<file path="config.mk">
export PLATFORM = sky130hd
export DESIGN_NAME = ocmkai_swio_controller
export DESIGN_NICKNAME = d
export VERILOG_FILES = /design/src/rtl/ocmkai_swio_controller.sv
export SDC_FILE = /design/constraint.sdc
export NUM_CORES = 1
export LEC_CHECK = 0
export ABC_CLOCK_PERIOD_IN_PS = 5500
export CORE_MARGIN = 2
export CORE_UTILIZATION = 48
export DETAILED_ROUTE_END_ITERATION = 10
export GPL_ROUTABILITY_DRIVEN = 0
export PLACE_DENSITY = 0.86
export SYNTH_ARGS = -nofsm -noshare
export SYNTH_HDL_FRONTEND = slang
export SYNTH_SLANG_ARGS = --single-unit
export TNS_END_PERCENT = 5
</file>
<file path="constraint.sdc">
create_clock -name clk21m -period 5.5 [get_ports clk21m]
set_input_delay 1.1 -clock clk21m [delete_from_list [all_inputs] [get_ports clk21m]]
set_output_delay 1.1 -clock clk21m [all_outputs]
set_load 0.02 [all_outputs]
</file>
<file path="src/rtl/ocmkai_swio_controller.sv">
// rtl/ocmkai_swio_controller.sv - switched-I/O port controller routing host 0x40-0x4F accesses to one of four device slots
// Optional build macro: OCMKAI_SWIO_TIMEOUT_EN adds a device-ack timeout counter in the forwarding state.
module ocmkai_swio_controller #(
  parameter logic [7:0] DEV0_ID        = 8'd213,
  parameter logic [7:0] DEV1_ID        = 8'd8,
  parameter logic [7:0] DEV2_ID        = 8'd212,
  parameter logic [7:0] DEV3_ID        = 8'd254,
  parameter int         TIMEOUT_CYCLES = 64
) (
  input  logic        clk21m,
  input  logic        reset_n,
  input  logic        req,
  output logic        ack,
  input  logic        wrt,
  input  logic [7:0]  adr,
  input  logic [7:0]  dbo,
  output logic [7:0]  dbi,
  output logic [3:0]  dev_req,
  input  logic [3:0]  dev_ack,
  output logic        dev_wrt,
  output logic [3:0]  dev_adr,
  output logic [7:0]  dev_dbo,
  input  logic [31:0] dev_dbi,
  output logic [7:0]  sel_id,
  output logic        sel_valid
);

  typedef enum logic [2:0] {
    ST_IDLE,
    ST_LOCAL,
    ST_FWD,
    ST_DONE,
    ST_RELEASE
  } state_t;

  state_t      r_state;
  logic        r_loc_wrt;
  logic        r_loc_is_id;
  logic [7:0]  r_loc_data;
  logic [1:0]  r_slot;

  logic        w_hit;
  logic [1:0]  w_cur_slot;
  logic        w_new_valid;
  logic [3:0]  w_slot_onehot;
  logic [7:0]  w_slot_dbi;
  logic        w_slot_ack;
  logic        w_timeout;

  // The counter is 7 bits wide, so the limit must fit 1..128 cycles.
  if (TIMEOUT_CYCLES < 1 || TIMEOUT_CYCLES > 128) begin : g_timeout_range
    $error("TIMEOUT_CYCLES must be in 1..128");
  end

  // True when an ID equals any slot's ID.
  function automatic logic id_valid(input logic [7:0] id);
    return (id == DEV0_ID) || (id == DEV1_ID) || (id == DEV2_ID) || (id == DEV3_ID);
  endfunction

  // Slot index for an ID; lower slots win when IDs are duplicated.
  function automatic logic [1:0] id_slot(input logic [7:0] id);
    logic [1:0] s;
    if (id == DEV0_ID)      s = 2'd0;
    else if (id == DEV1_ID) s = 2'd1;
    else if (id == DEV2_ID) s = 2'd2;
    else                    s = 2'd3;
    return s;
  endfunction

  assign w_hit         = req && (adr[7:4] == 4'h4);
  assign w_cur_slot    = id_slot(sel_id);
  assign w_new_valid   = id_valid(r_loc_data);
  assign w_slot_onehot = 4'b0001 << r_slot;
  assign w_slot_dbi    = dev_dbi[{r_slot, 3'b000} +: 8];
  // Only an ack from the slot currently being driven counts.
  assign w_slot_ack    = dev_ack[r_slot] && dev_req[r_slot];

`ifdef OCMKAI_SWIO_TIMEOUT_EN
  localparam logic [6:0] TO_LAST = 7'(TIMEOUT_CYCLES - 1);
  logic [6:0] r_to_cnt;

  // Count cycles spent with a device request outstanding and unanswered.
  always_ff @(posedge clk21m or negedge reset_n) begin
    if (!reset_n) begin
      r_to_cnt <= '0;
    end else if ((r_state == ST_FWD) && (dev_req != 4'b0000) && !w_slot_ack) begin
      r_to_cnt <= r_to_cnt + 7'd1;
    end else begin
      r_to_cnt <= '0;
    end
  end

  assign w_timeout = (r_state == ST_FWD) && (dev_req != 4'b0000) && !w_slot_ack &&
                     (r_to_cnt == TO_LAST);
`else
  assign w_timeout = 1'b0;
`endif

  // Access sequencer: accepts a host request, serves it locally or via a slot, acks once.
  always_ff @(posedge clk21m or negedge reset_n) begin
    if (!reset_n) begin
      r_state     <= ST_IDLE;
      ack         <= 1'b0;
      dbi         <= 8'hFF;
      dev_req     <= 4'b0000;
      dev_wrt     <= 1'b0;
      dev_adr     <= 4'h0;
      dev_dbo     <= 8'h00;
      sel_id      <= 8'h00;
      sel_valid   <= 1'b0;
      r_loc_wrt   <= 1'b0;
      r_loc_is_id <= 1'b0;
      r_loc_data  <= 8'h00;
      r_slot      <= 2'd0;
    end else begin
      ack <= 1'b0;
      case (r_state)
        ST_IDLE: begin
          if (w_hit) begin
            if ((adr[3:0] != 4'h0) && sel_valid) begin
              // Slot is chosen from the ID as it stands when the request is accepted.
              r_slot  <= w_cur_slot;
              dev_wrt <= wrt;
              dev_adr <= adr[3:0];
              dev_dbo <= dbo;
              r_state <= ST_FWD;
            end else begin
              r_loc_wrt   <= wrt;
              r_loc_is_id <= (adr[3:0] == 4'h0);
              r_loc_data  <= dbo;
              r_state     <= ST_LOCAL;
            end
          end
        end
        ST_LOCAL: begin
          if (r_loc_wrt) begin
            // Writes to unmatched ports 0x41-0x4F are silently dropped.
            if (r_loc_is_id) begin
              sel_id    <= r_loc_data;
              sel_valid <= w_new_valid;
            end
          end else begin
            dbi <= (r_loc_is_id && sel_valid) ? ~sel_id : 8'hFF;
          end
          r_state <= ST_DONE;
        end
        ST_FWD: begin
          if (w_slot_ack) begin
            dev_req <= 4'b0000;
            dbi     <= w_slot_dbi;
            r_state <= ST_DONE;
          end else if (w_timeout) begin
            dev_req <= 4'b0000;
            dbi     <= 8'hFF;
            r_state <= ST_DONE;
          end else if (dev_req == 4'b0000) begin
            // Device request goes out one cycle after acceptance.
            dev_req <= w_slot_onehot;
          end
        end
        ST_DONE: begin
          ack     <= 1'b1;
          r_state <= ST_RELEASE;
        end
        ST_RELEASE: begin
          // Hold here until the host drops req so a held request acks only once.
          if (!req) begin
            r_state <= ST_IDLE;
          end
        end
        default: begin
          r_state <= ST_IDLE;
        end
      endcase
    end
  end

endmodule

</file>
==> results of run 1 <==
-- logic make-up after synthesis --
logic type,Yosys count
AO/OA/AOI/OAI,24
multiplexers,50
flip-flops,50
buffers and inverters,11
AND/OR/NAND/NOR,44
-- synth_stat cells (2+ instances only) --
master and n:
nand2b_1 2, o21ai_0 2, nor2_1 13, nor4_1 3
nand3_1 3, a32o_1 4, or2_2 2, nand2_1 6
inv_1 3, dfrtp_1 42, mux2_2 33, mux2i_1 2
mux2_4 6, mux4_2 9, nor3_1 2, a21oi_1 9
buf_4 2, dfstp_2 8, buf_2 3
-- cells in the final DEF, fill, tap and decap left out, types with 4 or more instances in the layout --
| master | instances |
|---|---|
| mux2_4 | 6 |
| nor2_1 | 13 |
| a32o_1 | 4 |
| nand2_1 | 6 |
| a21oi_1 | 9 |
| dfrtp_1 | 42 |
| mux4_2 | 9 |
| clkdlybuf4s50_1 | 89 |
| dfstp_2 | 8 |
| mux2_2 | 33 |
| clkbuf_8 | 5 |
-- power breakdown --
| group | internal [mW] | switching, mW | leakage (nW) | total (mW) |
|---|---|---|---|---|
| combinational | 0.220 | 0.179 | 0.721 | 0.399 |
| sequential | 0.461 | 0.0770 | 0.651 | 0.538 |
| clock | 0.134 | 0.120 | 0.0579 | 0.254 |
-- worst paths after layout --
| check | startpoint | to | slack [ns] | cells past startpoint |
|---|---|---|---|---|
| worst max register to register | r_state[2] | dev_dbo[6] | 3.16 | 3 |
| max in group asynchronous | reset_n | sel_id[5] | 3.84 | 1 |
| worst max-delay path | adr[1] | r_loc_is_id | 2.27 | 4 |
| worst min register to register | dev_dbo[0] | dev_dbo[0] | 0.52 | 1 |
| min in group asynchronous | reset_n | dev_dbo[3] | 0.99 | 1 |
| worst min-delay path | dev_dbo[0] | dev_dbo[0] | 0.52 | 1 |
-- sequential cells by signal, indices dropped and copies added, names as in the netlist --
register / flops
dbi: 8
r_loc_data: 8
dev_req: 4
r_slot: 2
dev_adr: 4
sel_valid: 1
dev_dbo: 8
r_loc_is_id: 1
ack: 1
sel_id: 8
r_state: 3
dev_wrt: 1
r_loc_wrt: 1
-- routing by layer --
| layer | share of wire | routed length (um) |
|---|---|---|
| met5 | 0 | 0 |
| met4 | 0.0066 | 38 |
| met3 | 0.057 | 327 |
| met2 | 0.52 | 2990 |
| met1 | 0.42 | 2410 |
-- worst reg2reg max path, cell delays in order, from the launching register on --
cell	delay [ns]
dfrtp_1	0.48
or3_4	0.45
nor4_4	0.87
mux2_2	0.43
-- final cells by class --
class / count / share of cell area
sequential: 50 / 0.359
tap: 70 / 0.0249
clock inverter: 3 / 0.0114
timing repair buffer: 90 / 0.255
clock buffer: 5 / 0.0196
inverter: 4 / 0.00427
multi-input combinational: 118 / 0.327
==> flow_summary.toml, run 1 <==
[worst_setup_path]
crit_chain = "clkdlybuf4s50_1, o41ai_4, nor4b_2, mux2_2"
worstPathArrival_ns = 3.42
slowest_delay_ns = 0.90
worstSetupPathType = "input port to register"
crit_path_end_kind = "register"
crit_required_ns = 5.69
slowest_stage = "nor4b_2"
cp_max_fo = 10
cpLargestDelayFamily = "simple AND/OR/NAND/NOR gates"
start_kind = "input port"
critical_path.n_buffers_inverters = 1

[logic_synthesis]
ys_async_sr_fraction = 1.00
synth_ff_type = "dfrtp_1"
synth_top_family_by_area = "multiplexers"
ys_seq_area_frac = 0.512
synth-simple-area-share = 0.105
synth-compound-area-share = 0.0813
ys_ff_latch = 50
synth_area_leader_cell = "dfrtp_1"
netlist_instances = 179
synthTopCellsByArea = "dfrtp_1, mux2_2, dfstp_2"
post_synth_num_cell_types = 44
yosysWarnings = 0
syn_nets = 235
synth_area_um2 = 2460
synth_edf_count = 0
synth-xor-area-share = 0
avgSynthCellArea_um2 = 13.8
synth_top_area_frac = 0.427
synth_mux_area_frac = 0.278
synth-adder-area-share = 0

[floorplan]
die_h_um = 75.6
pin_count = 91
die-area_um2 = 5720
coreArea_um2 = 5040
rows = 26
initial_core_util = 0.489
die_x_um = 75.6

[power]
powerDensity_nw_per_um2 = 339
peakVddDrop_mv = 0.192
fin_total_pwr_mw = 1.19
leakage_nw = 1.43

[timing]
max-slew-margin-rel = 0.232
worst_slew_pin_slew_ns = 1.14
final-setup-viol-count = 0
fin_crit_ns = 3.23
worst_slack_ns = 2.27
drv_slew = 0
finalClockSkew_ns = 0.00570
fmax_mhz = 309
tns_ns = 0
hold_viol_final = 0
holdWs_ns = 0.516
grt_setup_unrepaired = "false"
fin_crit_sh = 0.588

[detailed_routing]
ant_nets = 0
drtIter0Drc = 91
via_per_inst = 5.50
drt_pass1_iterations = 4
wire_per_inst_um = 17.0
postRouteWirelength_um = 5770
drcViolationCount = 0
via_count = 1870

[clock_network]
post_cts_resized = 0
post-cts-setup-buffers = 0
numCtsBuffers = 5
cts_tree = "yes"
clk_path_buf_depth = 2
cts_root_buf = "clkbuf_8"
htreeDepth = 2
clk_pin_slew_ns = 0.09
cts_hold_buffers = 0
cts_sinks = 50
clkLatencyLatePin_ns = 0.30

[run]
drv_cap = 0

[worst_hold_path]
hp-class = "register to register"

[cells_and_area]
multi_input_area_um2 = 1150
finish.instance_area_um2 = 3520
fin_util = 0.698
regArea_um2 = 1260
final_layout_size_suffix_gt1_frac = 0.278
stdcell_count = 340
antenna-diode-count = 0
fin_nets = 325
area_delta_synth_final_pct = 42.8
nFillCells = 369

[global_route]
grt.busiest_layer = "met2"
grt_start_max_net_pins = 51
use_met3 = 0.0569
grt_pass1_vias = 1949
gr-usage-met2 = 0.357
grt-ovfl-total = 0
grt_antenna_before_repair = 0
grt_pass1_wl_um = 9070
grtUsageMet1 = 0.271
grt.total_usage = 0.212

[status]
status = "complete, no violations"

[place]
port-buffer-count = 90
dp_slack_ns = 1.92
place_inst = 332
dp_hpwl_um = 4360
place_area_um2 = 3410
Note: power is estimated with default switching activity, not from simulation.
==> run 2: changes to the inputs <==
Settings changed: ABC_CLOCK_PERIOD_IN_PS 5500 to 3000, CORE_UTILIZATION 48 to 44, PLACE_DENSITY 0.86 to 0.79.
Clock period 5.5 ns to 3 ns, I/O delays scaled along.
==> flow_summary.toml, run 2 (synthesized netlist as in run 1, its figures left out) <==
[status]
status = "complete, no violations"

[floorplan]
initial_core_util = 0.450
die-area_um2 = 6210
coreArea_um2 = 5470
die_x_um = 78.8
die_h_um = 78.8
pin_count = 91
rows = 27

[clock_network]
clk_path_buf_depth = 2
cts_hold_buffers = 0
numCtsBuffers = 5
clk_pin_slew_ns = 0.08
post_cts_resized = 0
cts_tree = "yes"
htreeDepth = 2
cts_root_buf = "clkbuf_8"
post-cts-setup-buffers = 0
clkLatencyLatePin_ns = 0.30
cts_sinks = 50

[worst_setup_path]
worstPathArrival_ns = 2.47
worstSetupPathType = "input port to register"
crit_path_end_kind = "register"
cp_max_fo = 10
start_kind = "input port"
crit_required_ns = 3.19

[timing]
finalClockSkew_ns = 0.00539
tns_ns = 0
drv_slew = 0
fin_crit_ns = 2.29
fin_crit_sh = 0.762
fmax_mhz = 437
grt_setup_unrepaired = "false"
hold_viol_final = 0
final-setup-viol-count = 0
max-slew-margin-rel = 0.342
worst_slew_pin_slew_ns = 0.987
worst_slack_ns = 0.713

[cells_and_area]
fin_util = 0.650
fin_nets = 330
area_delta_synth_final_pct = 44.4
mostFrequentLayoutCells = "clkdlybuf4s50_1, dfrtp_1, mux2_2"
final_layout_size_suffix_gt1_frac = 0.291
stdcell_count = 347
antenna-diode-count = 0
mostFrequentLayoutCell = "clkdlybuf4s50_1"

[detailed_routing]
drtIter0Drc = 82
postRouteWirelength_um = 5620
via_count = 1890
drt_pass1_iterations = 4
wire_per_inst_um = 16.2
drcViolationCount = 0
ant_nets = 0
via_per_inst = 5.45

[power]
p_clk_frac = 0.206
swShare = 0.313
fin_total_pwr_mw = 2.16
peakVddDrop_mv = 0.362
p_comb_frac = 0.337
leakage_nw = 1.45
p_sw_mw = 0.676
pwr-share-seq = 0.456
powerDensity_nw_per_um2 = 607
p_int_mw = 1.48

[global_route]
grt_pass1_wl_um = 9280
grt.total_usage = 0.189
grt_start_max_net_pins = 47
grt_antenna_before_repair = 0
grt-ovfl-total = 0
grt_pass1_vias = 1951

[worst_hold_path]
hp-class = "input port to async pin"

[run]
drv_cap = 0

[place]
dp_slack_ns = 0.405
port-buffer-count = 90
place_inst = 339
dp_hpwl_um = 4200
-- run 2: power groups by stage --
| stage | clock network [mW] | logic, mW | registers [mW] |
|---|---|---|---|
| floorplan | 0 | 0.401 | 1.03 |
| global placement | 0 | 0.711 | 0.988 |
| detailed placement | 0 | 0.731 | 0.996 |
| CTS | 0.456 | 0.736 | 0.984 |
| global route | 0.486 | 0.786 | 1.01 |
| finish | 0.446 | 0.728 | 0.986 |
-- run 2: layer usage --
layer	GRT usage	vias up	wire (um)
met5	0	-	0
met4	0.0759	0	76
met3	0.0568	8	458
met2	0.295	70	2570
met1	0.249	943	2520
li1	-	869	-
-- run 2: per-stage QoR --
step / hold slack (ns) / area (um2)
floorplan: 0.304 / 2460
global placement: 0.488 / 3450
detailed placement: 0.495 / 3450
CTS: 0.483 / 3560
global route: 0.533 / 3560
finish: 0.459 / 3560
-- run 2: area by class of cell --
type,count,area [um2]
Clock buffer,8,110
Fill cell,448,1910
Inverter,4,15.0
Multi-Input combinational cell,118,1150
Sequential cell,50,1260
Tap cell,72,90.1
Timing Repair Buffer,95,933
-- run 2: worst max-delay path: stages --
cell and delay, ns:
clkdlybuf4s50_1 0.49, o41ai_4 0.55, nor4b_2 0.28, buf_4 0.22, mux2_2 0.34
-- run 2: path summary, 6_finish.rpt --
| kind | start | end | slack (ns) | depth (start not counted) |
|---|---|---|---|---|
| max | adr[1] | r_loc_data[2] | 0.71 | 5 |
| min | reset_n | dev_dbo[4] | 0.46 | 1 |
| max reg2reg | r_slot[1] | dbi[5] | 0.90 | 4 |
| min reg2reg | dev_dbo[3] | dev_dbo[3] | 0.51 | 1 |
| max in group asynchronous | reset_n | dbi[2] | 1.80 | 2 |
| min in group clk21m | dev_dbo[3] | dev_dbo[3] | 0.51 | 1 |
